$ cat src/rtl/rom_arb_pkg.sv
`default_nettype none
// ============================================================================
// Module   : rom_arb_pkg
// Brief    : Shared types and constants for the ROM fetch arbiter.
// Revision : 1.0 - initial release
// ============================================================================
package rom_arb_pkg;

    localparam int DEF_ADDR_W = 20;
    localparam int DEF_DATA_W = 32;

    typedef enum logic [1:0] {
        IDLE = 2'd0,
        WAIT = 2'd1,
        GAP  = 2'd2
    } arb_state_e;

    // Never returns less than 1 so single-bit index ports stay legal.
    function automatic int clog2(input int value);
        int result;
        result = 0;
        while ((1 << result) < value) result++;
        return (result < 1) ? 1 : result;
    endfunction

endpackage
`default_nettype wire

$ cat src/rtl/rom_fetch_arbiter_if.sv
`default_nettype none
// ============================================================================
// Module   : rom_fetch_arbiter_if
// Brief    : Requester-side and SDRAM-side signals of the ROM fetch arbiter.
// Revision : 1.0 - initial release
// ============================================================================
interface rom_fetch_arbiter_if
    import rom_arb_pkg::*;
#(
    parameter int N      = 4,
    parameter int ADDR_W = DEF_ADDR_W,
    parameter int DATA_W = DEF_DATA_W
) ();

    localparam int IDX_W = clog2(N);

    logic [N-1:0]        req;
    logic [N*ADDR_W-1:0] req_addr;
    logic [N-1:0]        req_valid;
    logic [DATA_W-1:0]   req_data;
    logic                rom_req;
    logic [ADDR_W-1:0]   rom_addr;
    logic [DATA_W-1:0]   rom_data;
    logic                rom_valid;
    logic                busy;
    logic [IDX_W-1:0]    grant_idx;

    // slave: the arbiter itself; master: caches plus SDRAM controller
    modport slave (
        input  req, req_addr, rom_data, rom_valid,
        output req_valid, req_data, rom_req, rom_addr, busy, grant_idx
    );

    modport master (
        output req, req_addr, rom_data, rom_valid,
        input  req_valid, req_data, rom_req, rom_addr, busy, grant_idx
    );

endinterface
`default_nettype wire

$ cat src/rtl/rom_fetch_arbiter_rr_pick.sv
`default_nettype none
// ============================================================================
// Module   : rr_pick
// Brief    : Combinational round-robin picker: first set request from ptr up.
// Revision : 1.0 - initial release
// ============================================================================
module rr_pick
    import rom_arb_pkg::*;
#(
    parameter int N     = 4,
    parameter int IDX_W = clog2(N)
) (
    input  logic [N-1:0]     req_i,
    input  logic [IDX_W-1:0] ptr_i,
    output logic             any_o,
    output logic [IDX_W-1:0] idx_o
);

    logic [IDX_W-1:0] w_sel;

    // Walk from the farthest candidate back to ptr so the nearest hit wins.
    always_comb begin
        any_o = 1'b0;
        idx_o = '0;
        w_sel = '0;
        for (int k = N - 1; k >= 0; k--) begin
            w_sel = IDX_W'((int'(ptr_i) + k) % N);
            if (req_i[w_sel]) begin
                any_o = 1'b1;
                idx_o = w_sel;
            end
        end
    end

endmodule
`default_nettype wire

$ cat src/rtl/rom_fetch_arbiter.sv
`default_nettype none
// ============================================================================
// Module   : rom_fetch_arbiter
// Brief    : Round-robin sharing of one SDRAM ROM read port, one transaction.
// Revision : 1.0 - initial release
// ============================================================================
module rom_fetch_arbiter
    import rom_arb_pkg::*;
#(
    parameter int N      = 4,
    parameter int ADDR_W = DEF_ADDR_W,
    parameter int DATA_W = DEF_DATA_W
) (
    input  logic                clk,
    input  logic                reset,
    rom_fetch_arbiter_if.slave  bus
);

    localparam int IDX_W = clog2(N);

    localparam logic [1:0] ST_IDLE = 2'(IDLE);
    localparam logic [1:0] ST_WAIT = 2'(WAIT);
    localparam logic [1:0] ST_GAP  = 2'(GAP);

    logic [1:0]        state_q,   state_d;
    logic [IDX_W-1:0]  ptr_q,     ptr_d;
    logic [IDX_W-1:0]  grant_q,   grant_d;
    logic [ADDR_W-1:0] addr_q,    addr_d;
    logic              rom_req_q, rom_req_d;
    logic [N-1:0]      valid_q,   valid_d;
    logic [DATA_W-1:0] data_q,    data_d;
    logic              busy_q;

    logic              w_pick_any;
    logic [IDX_W-1:0]  w_pick_idx;

    rr_pick #(
        .N     (N),
        .IDX_W (IDX_W)
    ) u_rr_pick (
        .req_i (bus.req),
        .ptr_i (ptr_q),
        .any_o (w_pick_any),
        .idx_o (w_pick_idx)
    );

    always_comb begin
        state_d   = state_q;
        ptr_d     = ptr_q;
        grant_d   = grant_q;
        addr_d    = addr_q;
        rom_req_d = rom_req_q;
        valid_d   = '0;
        data_d    = data_q;
        case (state_q)
            ST_IDLE: begin
                if (w_pick_any) begin
                    grant_d   = w_pick_idx;
                    addr_d    = bus.req_addr[int'(w_pick_idx) * ADDR_W +: ADDR_W];
                    rom_req_d = 1'b1;
                    state_d   = ST_WAIT;
                end
            end
            ST_WAIT: begin
                // SDRAM cannot cancel, so a withdrawn request still completes
                // here; only the delivery pulse is suppressed.
                if (bus.rom_valid) begin
                    data_d = bus.rom_data;
                    if (bus.req[grant_q]) begin
                        valid_d[grant_q] = 1'b1;
                    end
                    rom_req_d = 1'b0;
                    ptr_d     = (int'(grant_q) == N - 1) ? '0 : grant_q + 1'b1;
                    state_d   = ST_GAP;
                end
            end
            ST_GAP: begin
                // Requester drops or changes req during this cycle.
                state_d = ST_IDLE;
            end
            default: begin
                rom_req_d = 1'b0;
                state_d   = ST_IDLE;
            end
        endcase
    end

    always_ff @(posedge clk) begin
        if (reset) begin
            state_q   <= ST_IDLE;
            ptr_q     <= '0;
            grant_q   <= '0;
            addr_q    <= '0;
            rom_req_q <= 1'b0;
            valid_q   <= '0;
            data_q    <= '0;
            busy_q    <= 1'b0;
        end else begin
            state_q   <= state_d;
            ptr_q     <= ptr_d;
            grant_q   <= grant_d;
            addr_q    <= addr_d;
            rom_req_q <= rom_req_d;
            valid_q   <= valid_d;
            data_q    <= data_d;
            busy_q    <= (state_d != ST_IDLE);
        end
    end

    assign bus.rom_req   = rom_req_q;
    assign bus.rom_addr  = addr_q;
    assign bus.req_valid = valid_q;
    assign bus.req_data  = data_q;
    assign bus.busy      = busy_q;
    assign bus.grant_idx = grant_q;

endmodule
`default_nettype wire

$ cat src/flat_wrapper.sv
// flat-port wrapper written by rule: the top's interface ports become plain ports
module rom_fetch_arbiter_flat import rom_arb_pkg::*;
#(
    parameter int N      = 4,
    parameter int ADDR_W = DEF_ADDR_W,
    parameter int DATA_W = DEF_DATA_W
)
  (clk, reset, bus_req, bus_req_addr, bus_rom_data, bus_rom_valid, bus_req_valid, bus_req_data, bus_rom_req, bus_rom_addr, bus_busy, bus_grant_idx);
  rom_fetch_arbiter_if #(.N(N), .ADDR_W(ADDR_W), .DATA_W(DATA_W)) bus_i ();
  input  logic clk;
  input  logic reset;
  input wire logic [$bits(bus_i.req)-1:0] bus_req;
  input wire logic [$bits(bus_i.req_addr)-1:0] bus_req_addr;
  input wire logic [$bits(bus_i.rom_data)-1:0] bus_rom_data;
  input wire logic [$bits(bus_i.rom_valid)-1:0] bus_rom_valid;
  output wire logic [$bits(bus_i.req_valid)-1:0] bus_req_valid;
  output wire logic [$bits(bus_i.req_data)-1:0] bus_req_data;
  output wire logic [$bits(bus_i.rom_req)-1:0] bus_rom_req;
  output wire logic [$bits(bus_i.rom_addr)-1:0] bus_rom_addr;
  output wire logic [$bits(bus_i.busy)-1:0] bus_busy;
  output wire logic [$bits(bus_i.grant_idx)-1:0] bus_grant_idx;
  assign bus_i.req = bus_req;
  assign bus_i.req_addr = bus_req_addr;
  assign bus_i.rom_data = bus_rom_data;
  assign bus_i.rom_valid = bus_rom_valid;
  assign bus_req_valid = bus_i.req_valid;
  assign bus_req_data = bus_i.req_data;
  assign bus_rom_req = bus_i.rom_req;
  assign bus_rom_addr = bus_i.rom_addr;
  assign bus_busy = bus_i.busy;
  assign bus_grant_idx = bus_i.grant_idx;
  rom_fetch_arbiter #(.N(N), .ADDR_W(ADDR_W), .DATA_W(DATA_W)) u_core (.clk(clk), .reset(reset), .bus(bus_i));
endmodule
$ cat config.mk
export PLATFORM = sky130hd
export DESIGN_NAME = rom_fetch_arbiter_flat
export DESIGN_NICKNAME = d
export VERILOG_FILES = /design/src/rtl/rom_arb_pkg.sv /design/src/rtl/rom_fetch_arbiter_if.sv /design/src/rtl/rom_fetch_arbiter_rr_pick.sv /design/src/rtl/rom_fetch_arbiter.sv /design/src/flat_wrapper.sv
export SDC_FILE = /design/constraint.sdc
export NUM_CORES = 1
export LEC_CHECK = 0
export CAP_MARGIN = 0
export CORE_MARGIN = 2
export CORE_UTILIZATION = 40
export CTS_BUF_LIST = sky130_fd_sc_hd__clkbuf_8
export CTS_CLUSTER_SIZE = 20
export DETAILED_ROUTE_END_ITERATION = 10
export PLACE_DENSITY = 0.87
export SETUP_SLACK_MARGIN = 0.3
export SLEW_MARGIN = 20
export SYNTH_ARGS = -nofsm -noshare
export SYNTH_HDL_FRONTEND = slang
export SYNTH_SLANG_ARGS = --single-unit
$ cat constraint.sdc
create_clock -name clk -period 6.15 [get_ports clk]
set_input_delay 1.23 -clock clk [delete_from_list [all_inputs] [get_ports clk]]
set_output_delay 1.23 -clock clk [all_outputs]
set_load 0.05 [all_outputs]
==> results of run 1 <==
## stage by stage
step,total power [W],setup WS [ns],instances,hold WS [ns]
floorplan,0.000668,3.37,315,0.466
global placement,0.000812,2.68,569,0.441
detailed placement,0.000818,2.65,569,0.446
CTS,0.00126,2.97,585,0.457
global route,0.00130,2.72,585,0.477
finish,0.00124,2.93,585,0.453
## kinds of logic (layout without fill, tap and decap cells)
group,after synthesis,count (layout)
mux,41,41
simple gates,117,117
compound gates,64,64
flops,64,64
buf+inv,25,199
fa+ha+maj,4,4
## power groups by stage
stage,Combinational (W),Sequential [W],Clock [W]
2_1_floorplan,0.0000979,0.000570,0
3_3_place_gp,0.000341,0.000471,0
3_5_place_dp,0.000346,0.000472,0
4_1_cts,0.000347,0.000463,0.000448
5_1_grt,0.000366,0.000467,0.000465
6_report,0.000345,0.000463,0.000437
## placed cells by master (no fill, tap or decap)
cell             Yosys  routed
a2111oi_0            1       1
nor2_1               8       7
nor2b_4              1       1
nor2_2               0       1
or2_2                2       2
dfxtp_1             64      64
or2b_1               1       1
or3_1                1       1
nor3_1               1       1
bufinv_16            0       3
and2_4               1       1
a2111o_1             1       1
o211ai_1             1       1
nor2b_1              3       3
nand2b_1             2       2
nor4_1               1       1
buf_4                0       3
mux2i_1             40      40
o22a_1               1       1
clkbuf_8             0       9
ha_1                 4       4
inv_1                2       2
or4_4                1       1
nand3_1              1       1
a21o_1               1       1
o21ai_0              1       1
a21boi_0             1       1
nand4b_1             1       1
and3_1               4       4
clkinv_4             0       2
clkinv_2             0       1
clkdlybuf4s50_1      0     178
mux4_2               1       1
a21bo_2              1       1
clkinvlp_4           0       1
a21oi_1             37      37
nand2_1             89      89
o221ai_1            19      19
## metal layers
| layer | routed length [um] | global-route usage (%) | vias up |
|---|---|---|---|
| met3 | 724 | 7.35 | 9 |
| li1 | - | - | 1438 |
| met1 | 3300 | 24.1 | 1334 |
| met4 | 116 | 7.69 | 0 |
| met5 | 0 | 0 | - |
| met2 | 4670 | 42.3 | 104 |
## cell type report
| class | instances | area share, % |
|---|---|---|
| repair buffers | 181 | 37.2 |
| multi-input cells | 226 | 28.8 |
| flip-flops and latches | 64 | 26.4 |
| clock buffers | 9 | 2.55 |
| clock inverters | 7 | 2.47 |
| well taps | 96 | 2.47 |
| inverters | 2 | 0.155 |
## registers in the layout, indices dropped and copies added, names as in the netlist
signal,count
u_core.bus.grant_idx,2
u_core.bus.rom_req,1
u_core.bus.rom_addr,20
u_core.state_q,2
u_core.ptr_q,2
u_core.bus.busy,1
u_core.bus.req_valid,4
u_core.bus.req_data,32
## worst max-delay path, stage by stage
cell             delay, ns
clkdlybuf4s50_1       0.49
nor4_1                0.45
or3_1                 0.30
nor2_1                0.08
nand2b_1              0.59
o221ai_1              0.24
## path summary, 6_finish.rpt
kind / slack [ns] / to / cells past startpoint / from
max: 2.93 / u_core.bus.rom_addr[17] / 6 / bus_req[3]
min: 0.45 / u_core.bus.req_data[3] / 2 / u_core.bus.req_data[3]
max reg2reg: 4.19 / u_core.bus.rom_addr[17] / 5 / u_core.ptr_q[1]
min reg2reg: 0.45 / u_core.bus.req_data[3] / 2 / u_core.bus.req_data[3]
==> run summary, run 1 <==
Status: finished, final reports clean
Num ports: 179
EDFF count, synth: 0
Die X: 87.6 um
Total global routing overflow: 0
Setup violators final: 0
Synth Warn #: 0
Reg power frac: 37.2%
Final #Nets: 607
Combinational Power Share: 27.7%
Final GP Congestion: 0.882
TritonCTS clock tree: done
DRC Markers: 0
Register area: 0.00128 sq mm
Antenna violations before repair: 0
Cts repair resizes: 0
Crit. End Element: flip-flop
Xor/xnor share of the synthesized area: 0%
Htree depth: 3
Worst hold path class: reg2reg
Final wirelength: 8810 um
Synth top cells by count: nand2_1 (89), dfxtp_1 (64), mux2i_1 (40)
RSZ-0062 raised after global routing: no
Sw frac: 29.9%
Most common cell in the netlist: nand2_1
# diodes: 0
Slew Limit Fails: 0
Static Leak: 1.95 nW
Critical Setup Path Class: in2reg
Distinct cells, synth: 33
Antenna viol nets, final: 0
Synth Net Count: 438
Slew margin rel.: 46.0%
Largest net degree at the start of global routing: 43
Least-Margin Pin Slew: 0.810 ns
Synth async-reset ratio: 0%
Flops & latches, synth: 64
Post-synthesis compound-gate area fraction: 14.9%
Fraction of layout cells with a size suffix above 1: 5.52%
Die Area: 0.00768 sq mm
Global-route usage over all layers: 22.8%
Power per cell area: 256 mW/mm^2
Fin. Hold Viols: 0
Fmax: 311 MHz
Clock transition at path regs: 0.08 ns
CP max FO: 19
Final critical-path required period: 3.22 ns
Setup repair bufs after CTS: 0
Skew-Pair Late Insertion Delay: 0.34 ns
Area growth, synth to finish: 73.6%
Dpl cell area: 0.00461 sq mm
Via count: 2885
Crit path DAT: 3.39 ns
Post-synthesis adder-cell area fraction: 1.79%
Post-synthesis sequential area ratio: 45.8%
Vias in the first global route: 2893
Mean Syn Cell Area: 8.88 sq um
Internal: 0.000872 W
Synth top area share: 45.8%
PortBufs: 178
Multi-input combinational cell area: 0.00140 sq mm
CTS Hold Bufs: 0
Cts bufs inserted: 9
Starting Density: 41.2%
Worst setup SP type: primary input
Final Cycle Share: 52.4%
Final cell area excluding filler cells: 0.00486 sq mm
Max Cap Violations: 0
Drt via density: 4.93
Core Box Area: 0.00679 sq mm
Largest family of logic cells by synthesized area: simple AND/OR/NAND/NOR gates
Synth top area cells: dfxtp_1 (46%), mux2i_1 (14%), nand2_1 (12%)
Util after Layout: 71.5%
Clock share of power: 35.1%
Synth Area in Simple Gates: 18.1%
Area leader, netlist: dfxtp_1
Die height: 87.6 um
Post-route setup TNS: 0 ns
Initial DRT Pass Iterations: 4
Max VDD drop: 0.000164 V
Hpwl dp: 6590 um
Initial DRC count: 93
Main synth FF type: dfxtp_1
Clk sink count: 64
# fillers: 533
Syn Std Cell Area: 0.00280 sq mm
Multiplexer area fraction after synthesis: 15.1%
Net Sw Power: 0.000372 W
WL/cell: 15.1 um
CP required: 6.32 ns
First-pass GRT wire length: 13500 um
CTS max path bufs: 2
Clk_skew: 0.0115 ns
CTS root buf: clkbuf_8
Post-Syn Instances: 315
Site Rows: 30
Note: power is estimated with default switching activity, not from simulation.
==> inputs of run 2 (changes only) <==
--- a/config.mk
+++ b/config.mk
@@ -7,11 +7,11 @@
 export LEC_CHECK = 0
 export CAP_MARGIN = 0
 export CORE_MARGIN = 2
-export CORE_UTILIZATION = 40
+export CORE_UTILIZATION = 38
 export CTS_BUF_LIST = sky130_fd_sc_hd__clkbuf_8
 export CTS_CLUSTER_SIZE = 20
 export DETAILED_ROUTE_END_ITERATION = 10
-export PLACE_DENSITY = 0.87
+export PLACE_DENSITY = 0.83
 export SETUP_SLACK_MARGIN = 0.3
 export SLEW_MARGIN = 20
 export SYNTH_ARGS = -nofsm -noshare
==> constraint.sdc (replaced) <==
create_clock -name clk -period 3.34 [get_ports clk]
set_input_delay 0.668 -clock clk [delete_from_list [all_inputs] [get_ports clk]]
set_output_delay 0.668 -clock clk [all_outputs]
set_load 0.05 [all_outputs]
==> run summary, run 2 (same netlist as run 1, synthesis figures left out) <==
Crit path DAT: 2.62 ns (-0.77 ns)
Final Cycle Share: 72.6%
Largest net degree at the start of global routing: 38 (-12%)
Cts repair resizes: 0 (unchanged)
TritonCTS clock tree: done
CP max FO: 28 (+9)
Initial DRT Pass Iterations: 4 (unchanged)
Slew margin rel.: 55.9% (+9.9 points)
Status: finished, final reports clean
Clk_skew: 0.00667 ns (-0.00482 ns)
Fin. Hold Viols: 0 (unchanged)
Inst Count DP: 576 (+1.2%)
CTS Hold Bufs: 0 (unchanged)
Cts bufs inserted: 9 (unchanged)
Htree depth: 3 (unchanged)
Die Area: 0.00806 sq mm (+5.0%)
Antenna viol nets, final: 0 (unchanged)
Reg2reg path depth: 6 (+1)
Critical Setup Path Class: in2reg
WL/cell: 15.2 um (+0.87%)
Final critical-path required period: 2.42 ns
Worst r2r src: u_core.ptr_q[0]
Commonest non-fill, non-tap cell in the layout: clkdlybuf4s50_1
CP required: 3.53 ns (-2.79 ns)
Max reg flops: 32 (unchanged)
Vias in the first global route: 2858 (-1.2%)
Drt via density: 4.99 (+1.3%)
CTS max path bufs: 2 (unchanged)
Die X: 89.8 um (+2.5%)
Register area: 0.00128 sq mm (unchanged)
Worst hold path class: reg2reg
Clock transition at path regs: 0.06 ns (-0.02 ns)
Commonest non-fill, non-tap cells in the layout: clkdlybuf4s50_1 (178), nand2_1 (89), dfxtp_1 (64)
Post-route insts no fill: 591 (+1.0%)
Fraction of layout cells with a size suffix above 1: 5.89% (+0.37 points)
Max Cap Violations: 0 (unchanged)
Global-route usage over all layers: 21.8% (-0.93 points)
Clk sink count: 64 (unchanged)
Max VDD drop: 0.000233 V (+42%)
Site Rows: 31 (+3.3%)
First-pass GRT wire length: 14300 um (+5.7%)
Setup violators final: 0 (unchanged)
Post-route setup TNS: 0 ns (unchanged)
Die height: 89.8 um (+2.5%)
Hold Startpoint: u_core.bus.req_data[3]
Least-Margin Pin Slew: 0.661 ns (-0.149 ns)
Multi-input combinational cell area: 0.00140 sq mm (unchanged)
Final wirelength: 8980 um (+1.9%)
Final GP Congestion: 0.789 (-11%)
Total global routing overflow: 0 (unchanged)
CTS root buf: clkbuf_8
Area growth, synth to finish: 72.7%
Hpwl dp: 6820 um (+3.5%)
Fmax: 413 MHz
Endpoint, Worst Hold: u_core.bus.req_data[3]
PortBufs: 178 (unchanged)
Core Box Area: 0.00718 sq mm (+5.6%)
Antenna violations before repair: 0 (unchanged)
Static Leak: 1.95 nW (-0.17%)
Crit. End Element: flip-flop
R2r endpoint: u_core.bus.rom_addr[10]
Via count: 2952 (+2.3%)
Power per cell area: 431 mW/mm^2 (+68%)
# fillers: 594 (+11%)
RSZ-0062 raised after global routing: no
DRC Markers: 0 (unchanged)
Starting Density: 39.0% (-2.2 points)
Num ports: 179 (unchanged)
Final #Nets: 611 (+0.66%)
Setup repair bufs after CTS: 0 (unchanged)
Skew-Pair Late Insertion Delay: 0.33 ns (about the same)
Worst setup SP type: primary input
# diodes: 0 (unchanged)
Initial DRC count: 82 (-12%)
Hold Path Depth: 2 (unchanged)
Slew Limit Fails: 0 (unchanged)
Flop-to-flop setup slack: 1.44 ns (-2.75 ns)
[run 2: worst max-delay path by stage]
stage,to,depth (start not counted),slack (ns),start
after floorplan,u_core.bus.rom_addr[0],8,1.12,bus_req[0]
after global placement,u_core.bus.rom_addr[12],7,0.67,bus_req[0]
after detailed placement,u_core.bus.rom_addr[10],7,0.58,bus_req[0]
after CTS,u_core.bus.rom_addr[10],7,0.93,bus_req[0]
after global routing,u_core.bus.rom_addr[5],7,0.85,bus_req[3]
final,u_core.bus.rom_addr[10],7,0.92,bus_req[0]
[run 2: layout make-up]
cell class / count / share of cell area [%]
clock buffer: 11 / 3.13
timing repair buffer: 185 / 38.2
sequential: 64 / 26.5
clock inverter: 4 / 0.440
multi-input combinational: 226 / 29.0
inverter: 2 / 0.155
tap: 99 / 2.56
[run 2: worst max-delay path: stages]
cell and delay, ns:
clkdlybuf4s50_1 0.48, nor2b_4 0.16, or4_4 0.54, and2_4 0.23, buf_12 0.20, mux2i_1 0.18, o221ai_1 0.14
[run 2: power by group]
| group | total [W] | internal (W) | leakage [nW] | switching [W] |
|---|---|---|---|---|
| combinational | 0.000646 | 0.000298 | 1.33 | 0.000348 |
| clock | 0.000582 | 0.000301 | 0.0924 | 0.000281 |
| sequential | 0.000852 | 0.000820 | 0.524 | 0.0000327 |
| total | 0.00208 | 0.00142 | 1.95 | 0.000662 |
[run 2: per-stage QoR]
stage	cell area, sq um	setup slack [ns]	power, W	hold slack (ns)	util, %
floorplan	2800	1.12	0.00123	0.466	-
global placement	4660	0.674	0.00150	0.441	64.9
detailed placement	4660	0.583	0.00152	0.446	64.9
CTS	4830	0.930	0.00210	0.455	67.3
global route	4830	0.853	0.00218	0.477	67.3
finish	4830	0.917	0.00208	0.454	67.3
[run 2: metal layers]
layer	GRT usage (%)	vias to the layer above	part of all wire, %
li1	-	1438	-
met1	24.5	1376	39
met2	37.1	117	50
met3	8.72	21	8.7
met4	8.85	0	2.4
met5	0	-	0
==> inputs of run 3 (changes only) <==
--- a/config.mk
+++ b/config.mk
@@ -7,11 +7,11 @@
 export LEC_CHECK = 0
 export CAP_MARGIN = 0
 export CORE_MARGIN = 2
-export CORE_UTILIZATION = 38
+export CORE_UTILIZATION = 34
 export CTS_BUF_LIST = sky130_fd_sc_hd__clkbuf_8
 export CTS_CLUSTER_SIZE = 20
 export DETAILED_ROUTE_END_ITERATION = 10
-export PLACE_DENSITY = 0.83
+export PLACE_DENSITY = 0.79
 export SETUP_SLACK_MARGIN = 0.3
 export SLEW_MARGIN = 20
 export SYNTH_ARGS = -nofsm -noshare
==> constraint.sdc (replaced) <==
create_clock -name clk -period 2.1 [get_ports clk]
set_input_delay 0.42 -clock clk [delete_from_list [all_inputs] [get_ports clk]]
set_output_delay 0.42 -clock clk [all_outputs]
set_load 0.05 [all_outputs]
==> run summary, run 3 (same netlist as run 1, synthesis figures left out) <==
Status: finished, final reports clean
# fillers: 721 (+21%)
CP top delay family: simple AND/OR/NAND/NOR gates
Largest net degree at the start of global routing: 34 (-11%)
Slew Limit Fails: 0 (unchanged)
Slew margin rel.: 63.7% (+7.8 points)
Die Area: 0.00897 sq mm (+11%)
Final setup margin: 0.317 ns (-0.600 ns)
Commonest non-fill, non-tap cell in the layout: clkdlybuf4s50_1
Register area: 0.00129 sq mm (+0.39%)
Final #Nets: 629 (+2.9%)
Power per cell area: 680 mW/mm^2 (+58%)
Worst r2r src: u_core.ptr_q[1]
Num ports: 179 (unchanged)
Multi-input combinational cell area: 0.00140 sq mm (unchanged)
Critical Setup Path Class: reg2reg
Clock transition at path regs: 0.07 ns (about the same)
CTS max path bufs: 2 (unchanged)
Least-Margin Pin Slew: 0.546 ns (-0.115 ns)
Crit path DAT: 1.98 ns (-0.64 ns)
Cts bufs inserted: 9 (unchanged)
Drt via density: 4.84 (-3.1%)
Crit. End Element: flip-flop
Skew-Pair Late Insertion Delay: 0.33 ns (about the same)
Slowest-stage cell, CP: or4_4
Max reg flops: 32 (unchanged)
Final GP Congestion: 0.807 (+2.3%)
Crit-path cells: or4_4 > and2_4 > buf_12 > buf_16 > mux2i_1 > o221ai_1
Total global routing overflow: 0 (unchanged)
Worst hold path class: reg2reg
Hpwl dp: 6910 um (+1.4%)
PortBufs: 178 (unchanged)
CTS Hold Bufs: 0 (unchanged)
Initial DRT Pass Iterations: 4 (unchanged)
Final wirelength: 9280 um (+3.4%)
Dpl cell area: 0.00480 sq mm (+3.0%)
Hold Startpoint: u_core.bus.req_data[22]
CP required: 2.30 ns (-1.23 ns)
Commonest non-fill, non-tap cells in the layout: clkdlybuf4s50_1 (114), nand2_1 (89), dfxtp_1 (62)
Fmax: 561 MHz
# diodes: 0 (unchanged)
Static Leak: 2.32 nW (+19%)
TritonCTS clock tree: done
Via count: 2978 (+0.88%)
Util after Layout: 61.8% (-5.6 points)
Die height: 94.7 um (+5.5%)
CTS root buf: clkbuf_8
Clk sink count: 64 (unchanged)
Die X: 94.7 um (+5.5%)
First-pass GRT wire length: 14200 um (-0.25%)
Antenna violations before repair: 0 (unchanged)
Initial DRC count: 35 (-57%)
Htree depth: 3 (unchanged)
Global-route usage over all layers: 20.3% (-1.6 points)
Final critical-path required period: 1.78 ns
Core Box Area: 0.00809 sq mm (+13%)
RSZ-0062 raised after global routing: yes
Area growth, synth to finish: 78.6%
Antenna viol nets, final: 0 (unchanged)
WL/cell: 15.1 um (-0.62%)
Starting Density: 34.6% (-4.4 points)
Buffers & Inverters on Critical Path: 2 (unchanged)
Final Cycle Share: 84.9%
Reg2reg path depth: 6 (unchanged)
Crit. Startpoint: u_core.ptr_q[1]
Vias in the first global route: 2950 (+3.2%)
Fraction of layout cells with a size suffix above 1: 10.8% (+4.9 points)
Overall power: 0.00340 W (+63%)
Max Cap Violations: 0 (unchanged)
Site Rows: 33 (+6.5%)
Clk_skew: 0.00845 ns (+0.00178 ns)
DRC Markers: 0 (unchanged)
Critical path depth: 6 (-1)
CP max FO: 7 (-75%)
Final cell area excluding filler cells: 0.00500 sq mm (+3.4%)
Max VDD drop: 0.000436 V (+87%)
Setup violators final: 0 (unchanged)
Critical Path Max Stage Delay: 0.53 ns (about the same)
Hold Path Depth: 2 (unchanged)
Worst setup SP type: flip-flop
Setup Slack @ Placement: -0.285 ns (-0.868 ns)
Fin. Hold Viols: 0 (unchanged)
## run 3: power breakdown
part	switching [W]	leakage, nW	internal, W
Sequential	0.0000473	0.525	0.00130
Clock	0.000462	0.0948	0.000537
Combinational	0.000573	1.70	0.000478
Total	0.00108	2.32	0.00232
## run 3: repair_timing
| item | 4_1_cts | 5_1_grt |
|---|---|---|
| setup buffers | 4 | 1 |
| pin swaps | 4 | 4 |
| gates cloned | 2 | 0 |
| setup endpoints to repair | 80 | 17 |
| gates resized for setup | 70 | 7 |
## run 3: through the flow
step | TNS (ns) | instances | hold WS, ns
2_1_floorplan | 0 | 315 | 0.466
5_1_grt | 0 | 615 | 0.473
3_5_place_dp | -5.02 | 593 | 0.448
6_report | 0 | 615 | 0.451
4_1_cts | 0 | 614 | 0.455
3_3_place_gp | -3.51 | 593 | 0.441
## run 3: worst paths after layout
| path | slack, ns | end |
|---|---|---|
| worst max-delay path | 0.32 | u_core.bus.rom_addr[9] |
| worst min-delay path | 0.45 | u_core.bus.req_data[22] |
| worst max register to register | 0.32 | u_core.bus.rom_addr[9] |
| worst min register to register | 0.45 | u_core.bus.req_data[22] |
## run 3: cell type report
type / count / area share, %
repair buffers: 203 / 39.8
multi-input cells: 226 / 28.0
flip-flops and latches: 64 / 25.7
well taps: 105 / 2.63
clock buffers: 9 / 2.48
clock inverters: 6 / 1.23
inverters: 2 / 0.150
## run 3: worst reg2reg max path: stages, from the launching register on
cell and delay, ns:
dfxtp_4 0.35, or4_4 0.53, and2_4 0.21, buf_12 0.14, buf_16 0.13, mux2i_1 0.15, o221ai_1 0.14
## run 3: metal layers
layer	part of all wire, %	GRT usage, %	wire, um	up-vias
li1	-	-	-	1483
met1	38	22.3	3570	1352
met2	49	35.8	4520	126
met3	11	7.42	1030	17
met4	1.8	7.00	165	0
met5	0	0	0	-
